<file path="config.mk">
export PLATFORM = sky130hd
export DESIGN_NAME = noc_port_arb
export DESIGN_NICKNAME = d
export VERILOG_FILES = /design/src/rtl/noc_pkg.sv /design/src/rtl/rr_arb.sv /design/src/rtl/noc_port_arb.sv
export SDC_FILE = /design/constraint.sdc
export NUM_CORES = 1
export LEC_CHECK = 0
export CORE_ASPECT_RATIO = 2
export CORE_MARGIN = 5
export CORE_UTILIZATION = 40
export CTS_CLUSTER_DIAMETER = 60
export DETAILED_ROUTE_END_ITERATION = 12
export GPL_TIMING_DRIVEN = 0
export HOLD_SLACK_MARGIN = 0.15
export PLACE_DENSITY = 0.82
export SYNTH_ARGS = -nofsm -noshare
export SYNTH_HDL_FRONTEND = slang
export SYNTH_SLANG_ARGS = --single-unit
</file>
<file path="constraint.sdc">
create_clock -name clk -period 8.8 [get_ports clk]
set_input_delay 1.76 -clock clk [delete_from_list [all_inputs] [get_ports clk]]
set_output_delay 1.76 -clock clk [all_outputs]
set_load 0.01 [all_outputs]
</file>
<file path="src/rtl/noc_pkg.sv">
// Shared flit-type encodings, arbiter state type and flit-type accessor for the NoC port arbiter.
package noc_pkg;

  localparam int unsigned NOC_FW  = 36;
  localparam int unsigned NOC_FTW = 3;

  localparam logic [NOC_FTW-1:0] FT_HEAD   = 3'd1;
  localparam logic [NOC_FTW-1:0] FT_BODY   = 3'd2;
  localparam logic [NOC_FTW-1:0] FT_TAIL   = 3'd3;
  localparam logic [NOC_FTW-1:0] FT_SINGLE = 3'd4;

  typedef enum logic {ARB_IDLE, ARB_LOCKED} arb_state_t;

  function automatic logic [NOC_FTW-1:0] flit_type(input logic [NOC_FW-1:0] flit);
    return flit[NOC_FW-1 -: NOC_FTW];
  endfunction

endpackage

</file>
<file path="src/rtl/rr_arb.sv">
// Combinational round-robin priority select: first requester at or after ptr, wrapping.
module rr_arb #(
  parameter int unsigned N  = 6,
  parameter int unsigned PW = (N > 1) ? $clog2(N) : 1
) (
  input  logic [N-1:0]  req,
  input  logic [PW-1:0] ptr,
  output logic [N-1:0]  gnt
);

  logic          found;
  logic [PW-1:0] idx;

  always_comb begin
    gnt   = '0;
    found = 1'b0;
    idx   = '0;
    for (int i = 0; i < int'(N); i++) begin
      idx = PW'((32'(ptr) + 32'(i)) % N);
      if (!found && req[idx]) begin
        gnt[idx] = 1'b1;
        found    = 1'b1;
      end
    end
  end

endmodule

</file>
<file path="src/rtl/noc_port_arb.sv">
// Credit-based round-robin arbiter sharing one output link among NREQ requesters.
// Define NOC_ARB_WORMHOLE_EN to lock the link to one requester from HEAD to TAIL.
module noc_port_arb
  import noc_pkg::*;
#(
  parameter int unsigned FW   = NOC_FW,
  parameter int unsigned FTW  = NOC_FTW,
  parameter int unsigned NREQ = 6,
  parameter int unsigned B    = 4
) (
  input  logic                     clk,
  input  logic                     rst_n,
  input  logic [FW*NREQ-1:0]       req_flit,
  input  logic [NREQ-1:0]          req_valid,
  output logic [NREQ-1:0]          req_ready,
  output logic [FW-1:0]            flit_out,
  output logic                     flit_out_wr,
  input  logic                     credit_in,
  output logic [$clog2(B+1)-1:0]   credit_cnt,
  output logic                     err_credit
);

  localparam int unsigned CW = $clog2(B+1);
  localparam int unsigned PW = (NREQ > 1) ? $clog2(NREQ) : 1;

  logic [NREQ-1:0] eligible;
  logic [NREQ-1:0] gnt;
  logic [NREQ-1:0] lock_mask;
  logic            grant;
  logic            ptr_adv;
  logic [PW-1:0]   gidx;
  logic [PW-1:0]   ptr_q;
  logic [FW-1:0]   sel_flit;

  assign eligible  = (rst_n && credit_cnt != '0) ? (req_valid & lock_mask) : '0;
  assign grant     = |gnt;
  assign req_ready = gnt;

  rr_arb #(.N(NREQ), .PW(PW)) u_rr_arb (
    .req (eligible),
    .ptr (ptr_q),
    .gnt (gnt)
  );

  always_comb begin
    gidx = '0;
    for (int r = 0; r < int'(NREQ); r++) begin
      if (gnt[r]) gidx = PW'(r);
    end
  end

  assign sel_flit = req_flit[FW*gidx +: FW];

`ifdef NOC_ARB_WORMHOLE_EN
  arb_state_t     state_q, state_next;
  logic [PW-1:0]  owner_q, owner_next;
  logic [FTW-1:0] ftype;

  assign ftype     = FTW'(flit_type(NOC_FW'(sel_flit)));
  assign lock_mask = (state_q == ARB_LOCKED) ? (NREQ'(1) << owner_q) : '1;

  always_ff @(posedge clk) begin
    if (!rst_n) begin
      state_q <= ARB_IDLE;
      owner_q <= '0;
    end else begin
      state_q <= state_next;
      owner_q <= owner_next;
    end
  end

  // Lock on HEAD, release on the owner's TAIL; pointer moves only at packet end.
  always_comb begin
    state_next = state_q;
    owner_next = owner_q;
    ptr_adv    = 1'b0;
    if (grant) begin
      ptr_adv = (ftype == FT_TAIL) || (ftype == FT_SINGLE);
      case (state_q)
        ARB_IDLE: begin
          if (ftype == FT_HEAD) begin
            state_next = ARB_LOCKED;
            owner_next = gidx;
          end
        end
        ARB_LOCKED: begin
          if (ftype == FT_TAIL) state_next = ARB_IDLE;
        end
        default: state_next = ARB_IDLE;
      endcase
    end
  end
`else
  assign lock_mask = '1;
  assign ptr_adv   = grant;
`endif

  always_ff @(posedge clk) begin
    if (!rst_n) begin
      ptr_q <= '0;
    end else if (ptr_adv) begin
      ptr_q <= (gidx == PW'(NREQ-1)) ? '0 : PW'(gidx + PW'(1));
    end
  end

  always_ff @(posedge clk) begin
    if (!rst_n) begin
      flit_out    <= '0;
      flit_out_wr <= 1'b0;
    end else begin
      flit_out_wr <= grant;
      if (grant) flit_out <= sel_flit;
    end
  end

  // A returned credit with the counter already full is dropped and flagged.
  always_ff @(posedge clk) begin
    if (!rst_n) begin
      credit_cnt <= CW'(B);
      err_credit <= 1'b0;
    end else if (grant && !credit_in) begin
      credit_cnt <= credit_cnt - CW'(1);
    end else if (!grant && credit_in) begin
      if (credit_cnt == CW'(B)) err_credit <= 1'b1;
      else                      credit_cnt <= credit_cnt + CW'(1);
    end
  end

endmodule
</file>
==> out/results.ini, run 1 <==
[global_routing]
grt_pass1_wl_mm=33.93
grt_overflow=0
antenna_found_initial=0
grt_pass1_vias=6389
grt_max_degree=16
grt.total_usage_pct=29.09

[finish]
nets=1099
antenna_cells=0
drive_gt1_share_pct=12.12
area_growth_pct=61.38

[job]
max_cap_viol_count=0

[power]
p_leak_nw=3.524
power.density_nw_per_um2=496.4
vdd_ir_drop_max_v=0.0002560

[cts]
h-tree-depth=2
clock_sinks=44
clk_latency_ns=0.29
cts_inserted_buffers=5
clock_path_buffers=2
clkTransAtPathRegs_ns=0.07
cts_root_buf=clkbuf_16
cts_tree=built
ctsResizeCount=0
cts_setup_buffers=0
holdBufCountCts=0

[synth]
synth_most_common_cell=mux2i_1
syn-cell-area_um2=4982
synth_warnings=0
synth-async-reset-ratio_pct=0
ys_ff_latch=44
synth_common_cells=mux2i_1 (78), a21oi_1 (49), dfxtp_1 (44)
synth_nets=822
ys_seq_area_share_pct=17.68
synth_area_leader_cell=dfxtp_1
synth.area.top_cells=dfxtp_1 (18%), mux2i_1 (16%), nor4_2 (7.5%), o31ai_1 (5.6%), or4_1 (5.6%)
synth_edf_count=0
synth_cell_types=71
syn_inst=580
synth_top_flop_cell=dfxtp_1
syn_avg_cell_area_um2=8.590
synth_top_area_share_pct=17.68

[sta]
fin_skew_ns=0.005932
setup_violations=0
fin_crit_sh_pct=77.48
rsz0062_at_grt=no
max_freq_mhz=146.7
slew_headroom_pct=45.53
hold_viol_final=0
tightestPinTransition_ns=0.8101
finalCriticalPeriod_ns=6.818
hold_ws_ns=0.5168
slew_violations=0
fin_setup_tns_ns=0

[placement]
dp_hpwl_mm=18.55
gp_congestion=0.9866
portBuffers=270

[die]
row_count=57
initial_core_util_pct=40.85
die_width_um=88.92
dieArea_um2=14920
ios=272
fp.coreArea_um2=12200
die_y_um=167.8

[critical_path]
worstSetupPathType=reg2out
cp_max_fo=10
arrival_ns=5.06
crit_required_ns=7.04
startpoint_type=register
crit_path_end_kind=primary output
r2r_setup_slack_ns=2.90

[drt]
wl_mm=22.42
vias=6047
drt-met1-wl_mm=7.754
drcViolationCount=0
wl_met3_mm=1.389
routed_via_density=6.017
drt-wirelength-per-cell_um=22.31
wl_met2_mm=12.38
drt_first_pass_iters=5
top_layer_used=met4
ant_nets=0
drt_iter0_markers=269

[run_status]
status=complete, no violations

[min_path]
hold_path.class=reg2reg

==> final timing paths <==
path,from,endpoint,cells past startpoint
setup reg to reg,ptr_q[1]$_SDFFE_PN0N_,credit_cnt[1]$_SDFFE_PN0P_,20
setup / recovery,ptr_q[1]$_SDFFE_PN0N_,req_ready[3],14
hold reg to reg,err_credit$_SDFFE_PN0P_,err_credit$_SDFFE_PN0P_,2
hold / removal,err_credit$_SDFFE_PN0P_,err_credit$_SDFFE_PN0P_,2
==> final cells by class <==
cell class / instances / area (µm²)
plain buffers: 52 / 320.3
clock buffers: 5 / 125.1
clock inverters: 3 / 46.29
fillers: 1039 / 4155
inverters: 17 / 63.81
multi-input cells: 467 / 3717
flip-flops and latches: 44 / 880.8
well taps: 147 / 183.9
repair buffers: 270 / 2703
==> state kept, by name, summed over array words and instances, names as in the netlist <==
| signal | cells |
|---|---|
| flit_out | 36 |
| flit_out_wr | 1 |
| credit_cnt | 3 |
| err_credit | 1 |
| ptr_q | 3 |
==> power by group <==
part	leakage [nW]	internal, mW	switching, mW
combinational	3.07	1.49	1.86
clock	0.0804	0.135	0.0884
sequential	0.370	0.340	0.0805
==> worst max-delay path, cell delays in order, from the launching register on <==
cell and delay, ns:
dfxtp_1 0.58, inv_1 0.26, ha_1 0.33, a21oi_1 0.51, inv_1 0.17, ha_1 0.33
nor2b_1 0.19, a21oi_1 0.11, a2bb2oi_1 0.17, a211oi_1 0.56, nand3b_1 0.22, o211ai_2 0.45
nor2_1 0.08, nor2_1 0.21, clkdlybuf4s50_1 0.57
==> routing by layer <==
metal  track usage [%]  vias up
met3             5.086       64
met4             11.45        0
met2             54.85      338
met5                 0        -
met1             30.39     2857
li1                  -     2788
==> kinds of logic after synthesis <==
| group | count (synthesis) | share of synthesized area (%) |
|---|---|---|
| and+or+nand+nor | 229 | 33.50 |
| muxes | 80 | 16.12 |
| AOI/OAI and AO/OA | 136 | 19.54 |
| buffers and inverters | 69 | 7.710 |
| adders and majority gates | 17 | 4.420 |
| DFF | 44 | 17.68 |
| xor gates and xnor gates | 5 | 1.030 |
==> stage by stage <==
| stage | cells | total power [mW] | cell area [µm²] | worst slack, ns | utilization, % |
|---|---|---|---|---|---|
| 2_1_floorplan | 580 | 2.713 | 4982 | 3.580 | - |
| 6_report | 1005 | 3.991 | 8040 | 1.982 | 65.93 |
| 3_3_place_gp | 997 | 3.619 | 7869 | 2.310 | 64.52 |
| 3_5_place_dp | 997 | 3.719 | 7869 | 2.256 | 64.52 |
| 5_1_grt | 1005 | 4.261 | 8040 | 1.805 | 65.93 |
| 4_1_cts | 1005 | 3.955 | 8040 | 2.142 | 65.93 |
==> cell usage in the layout, fill, tap and decap left out, types with 16 or more instances in the layout <==
cell type,n
clkdlybuf4s50_1,270
mux2i_1,78
a21oi_1,49
dfxtp_1,44
and3_1,40
and2_1,39
o31ai_1,37
or4_1,37
nor4_2,30
buf_2,18
nor2_1,17
ha_1,16
(Power assumes the default switching activity.)
==> inputs of run 2 (changes only) <==
--- a/config.mk
+++ b/config.mk
@@ -7,12 +7,12 @@
 export LEC_CHECK = 0
 export CORE_ASPECT_RATIO = 2
 export CORE_MARGIN = 5
-export CORE_UTILIZATION = 40
+export CORE_UTILIZATION = 36
 export CTS_CLUSTER_DIAMETER = 60
 export DETAILED_ROUTE_END_ITERATION = 12
 export GPL_TIMING_DRIVEN = 0
 export HOLD_SLACK_MARGIN = 0.15
-export PLACE_DENSITY = 0.82
+export PLACE_DENSITY = 0.78
 export SYNTH_ARGS = -nofsm -noshare
 export SYNTH_HDL_FRONTEND = slang
 export SYNTH_SLANG_ARGS = --single-unit
==> constraint.sdc (replaced) <==
create_clock -name clk -period 5.9 [get_ports clk]
set_input_delay 1.18 -clock clk [delete_from_list [all_inputs] [get_ports clk]]
set_output_delay 1.18 -clock clk [all_outputs]
set_load 0.01 [all_outputs]
==> out/results.ini, run 2 (synthesis gave the netlist of run 1 again) <==
[drt]
drt-wirelength-per-cell_um=20.62
vias=5873
wl_mm=20.93
drcViolationCount=0
drt_iter0_markers=289
drt_first_pass_iters=5
routed_via_density=5.786
ant_nets=0

[critical_path]
cp_max_fo=10
worstSetupPathType=reg2out
worstPathCellList=buf_2 > inv_1 > ha_1 > xor2_2 > inv_2 > ha_1 > nor2b_1 > a21oi_1 > a2bb2oi_1 > a211oi_2 > nand3b_1 > o211ai_4 > nor2_1 > nor2_1 > clkdlybuf4s50_1
startpoint_type=register
r2r_setup_slack_ns=0.61
cp_slowest_stage_delay_ns=0.58
r2r_start=ptr_q[1]$_SDFFE_PN0N_
crit_path_end_kind=primary output
arrival_ns=4.40
r2r_cells=19
crit_required_ns=4.72
critPathSlowestCell=clkdlybuf4s50_1
r2r-end=credit_cnt[1]$_SDFFE_PN0P_

[job]
max_cap_viol_count=0

[sta]
worst_slack_ns=0.3237
tightestPinTransition_ns=0.6325
fin_skew_ns=0.003838
slew_headroom_pct=57.47
fin_crit_sh_pct=94.51
rsz0062_at_grt=no
fin_setup_tns_ns=0
hold_viol_final=0
slew_violations=0
finalCriticalPeriod_ns=5.576
max_freq_mhz=179.3
setup_violations=0
hold_ws_ns=0.5231

[global_routing]
grt.total_usage_pct=24.42
grt_overflow=0
grt_max_degree=13
grt_pass1_vias=6076
antenna_found_initial=0
grt_pass1_wl_mm=31.95

[min_path]
hold_end=err_credit$_SDFFE_PN0P_
hp-start=err_credit$_SDFFE_PN0P_
hold_path.class=reg2reg
hold_depth=2

[die]
die_width_um=93.19
die_y_um=176.4
row_count=61
fp.coreArea_um2=13740
ios=272
initial_core_util_pct=36.27
dieArea_um2=16440

[cts]
clk_latency_ns=0.28
cts_root_buf=clkbuf_16
clkTransAtPathRegs_ns=0.06
clock_path_buffers=2
cts_inserted_buffers=5
cts_tree=built
cts_setup_buffers=0
h-tree-depth=2
clock_sinks=44

[finish]
largest_register_ffs=36
area_growth_pct=61.85
nets=1099
fin_area_um2=8064
reg_top3=flit_out: 36 flops, credit_cnt: 3 flops, ptr_q: 3 flops
final_cell_mix=clkdlybuf4s50_1 (270), mux2i_1 (78), a21oi_1 (47)
final_common_cell=clkdlybuf4s50_1
top_register=flit_out
antenna_cells=0
drive_gt1_share_pct=12.59

[placement]
dp_hpwl_mm=17.16
dp_slack_ns=0.2585
portBuffers=270
gp_congestion=0.9628
place_area_um2=7881

[power]
total_power_mw=5.856
p_leak_nw=3.517
power.density_nw_per_um2=726.2
vdd_ir_drop_max_v=0.0003807

[run_status]
status=complete, no violations

==> run 2: routing by layer <==
layer / vias up / share of wire, % / track usage (%)
li1: 2787 / - / -
met1: 2731 / 38 / 27.33
met2: 324 / 49 / 43.39
met3: 31 / 10 / 6.908
met4: 0 / 2.7 / 8.869
met5: - / 0 / 0
==> run 2: layout make-up <==
cell class / instances / area, µm²
Multi-Input combinational cell: 467 / 3752
Tap cell: 157 / 196.4
Inverter: 17 / 63.81
Buffer: 52 / 320.3
Fill cell: 1285 / 5674
Clock buffer: 8 / 146.4
Sequential cell: 44 / 882.1
Timing Repair Buffer: 270 / 2703
==> run 2: what timing repair did <==
item | in CTS | in global routing
gates resized for setup | 3 | 4
cloned | 0 | 0
hold buffers | 0 | 0
setup endpoints to repair | 4 | 7
endpoints found under the hold margin | 0 | 0
==> run 2: worst max-delay path by stage <==
stage / startpoint / endpoint / slack [ns] / depth (start not counted)
after floorplan: ptr_q[0]$_SDFFE_PN0N_ / credit_cnt[2]$_SDFFE_PN1P_ / 1.32 / 22
after global placement: ptr_q[0]$_SDFFE_PN0N_ / req_ready[3] / 0.31 / 15
after detailed placement: ptr_q[0]$_SDFFE_PN0N_ / req_ready[1] / 0.26 / 14
after CTS: ptr_q[0]$_SDFFE_PN0N_ / req_ready[1] / 0.08 / 14
after global routing: ptr_q[0]$_SDFFE_PN0N_ / req_ready[1] / 0.02 / 16
final: ptr_q[0]$_SDFFE_PN0N_ / req_ready[3] / 0.32 / 15
==> run 2: per-stage QoR <==
| step | cells | util, % |
|---|---|---|
| global route | 1015 | 58.70 |
| detailed placement | 1007 | 57.37 |
| finish | 1015 | 58.70 |
| global placement | 1007 | 57.37 |
| CTS | 1015 | 58.56 |
| floorplan | 580 | - |
==> run 2: where the power goes <==
| group | switching, mW | leakage [nW] | internal [mW] |
|---|---|---|---|
| sequential | 0.100 | 0.370 | 0.507 |
| combinational | 2.73 | 3.08 | 2.23 |
| clock | 0.114 | 0.0712 | 0.169 |
| total | 2.95 | 3.52 | 2.91 |
==> run 2: critical path, delay by kind of cell (launching register included) <==
kind | cells | cell delay [ns]
buffers and inverters | 4 | 1.20
adders and majority gates | 2 | 0.58
and+or+nand+nor | 4 | 0.64
DFF | 1 | 0.45
xor gates and xnor gates | 1 | 0.25
AOI/OAI and AO/OA | 4 | 0.98
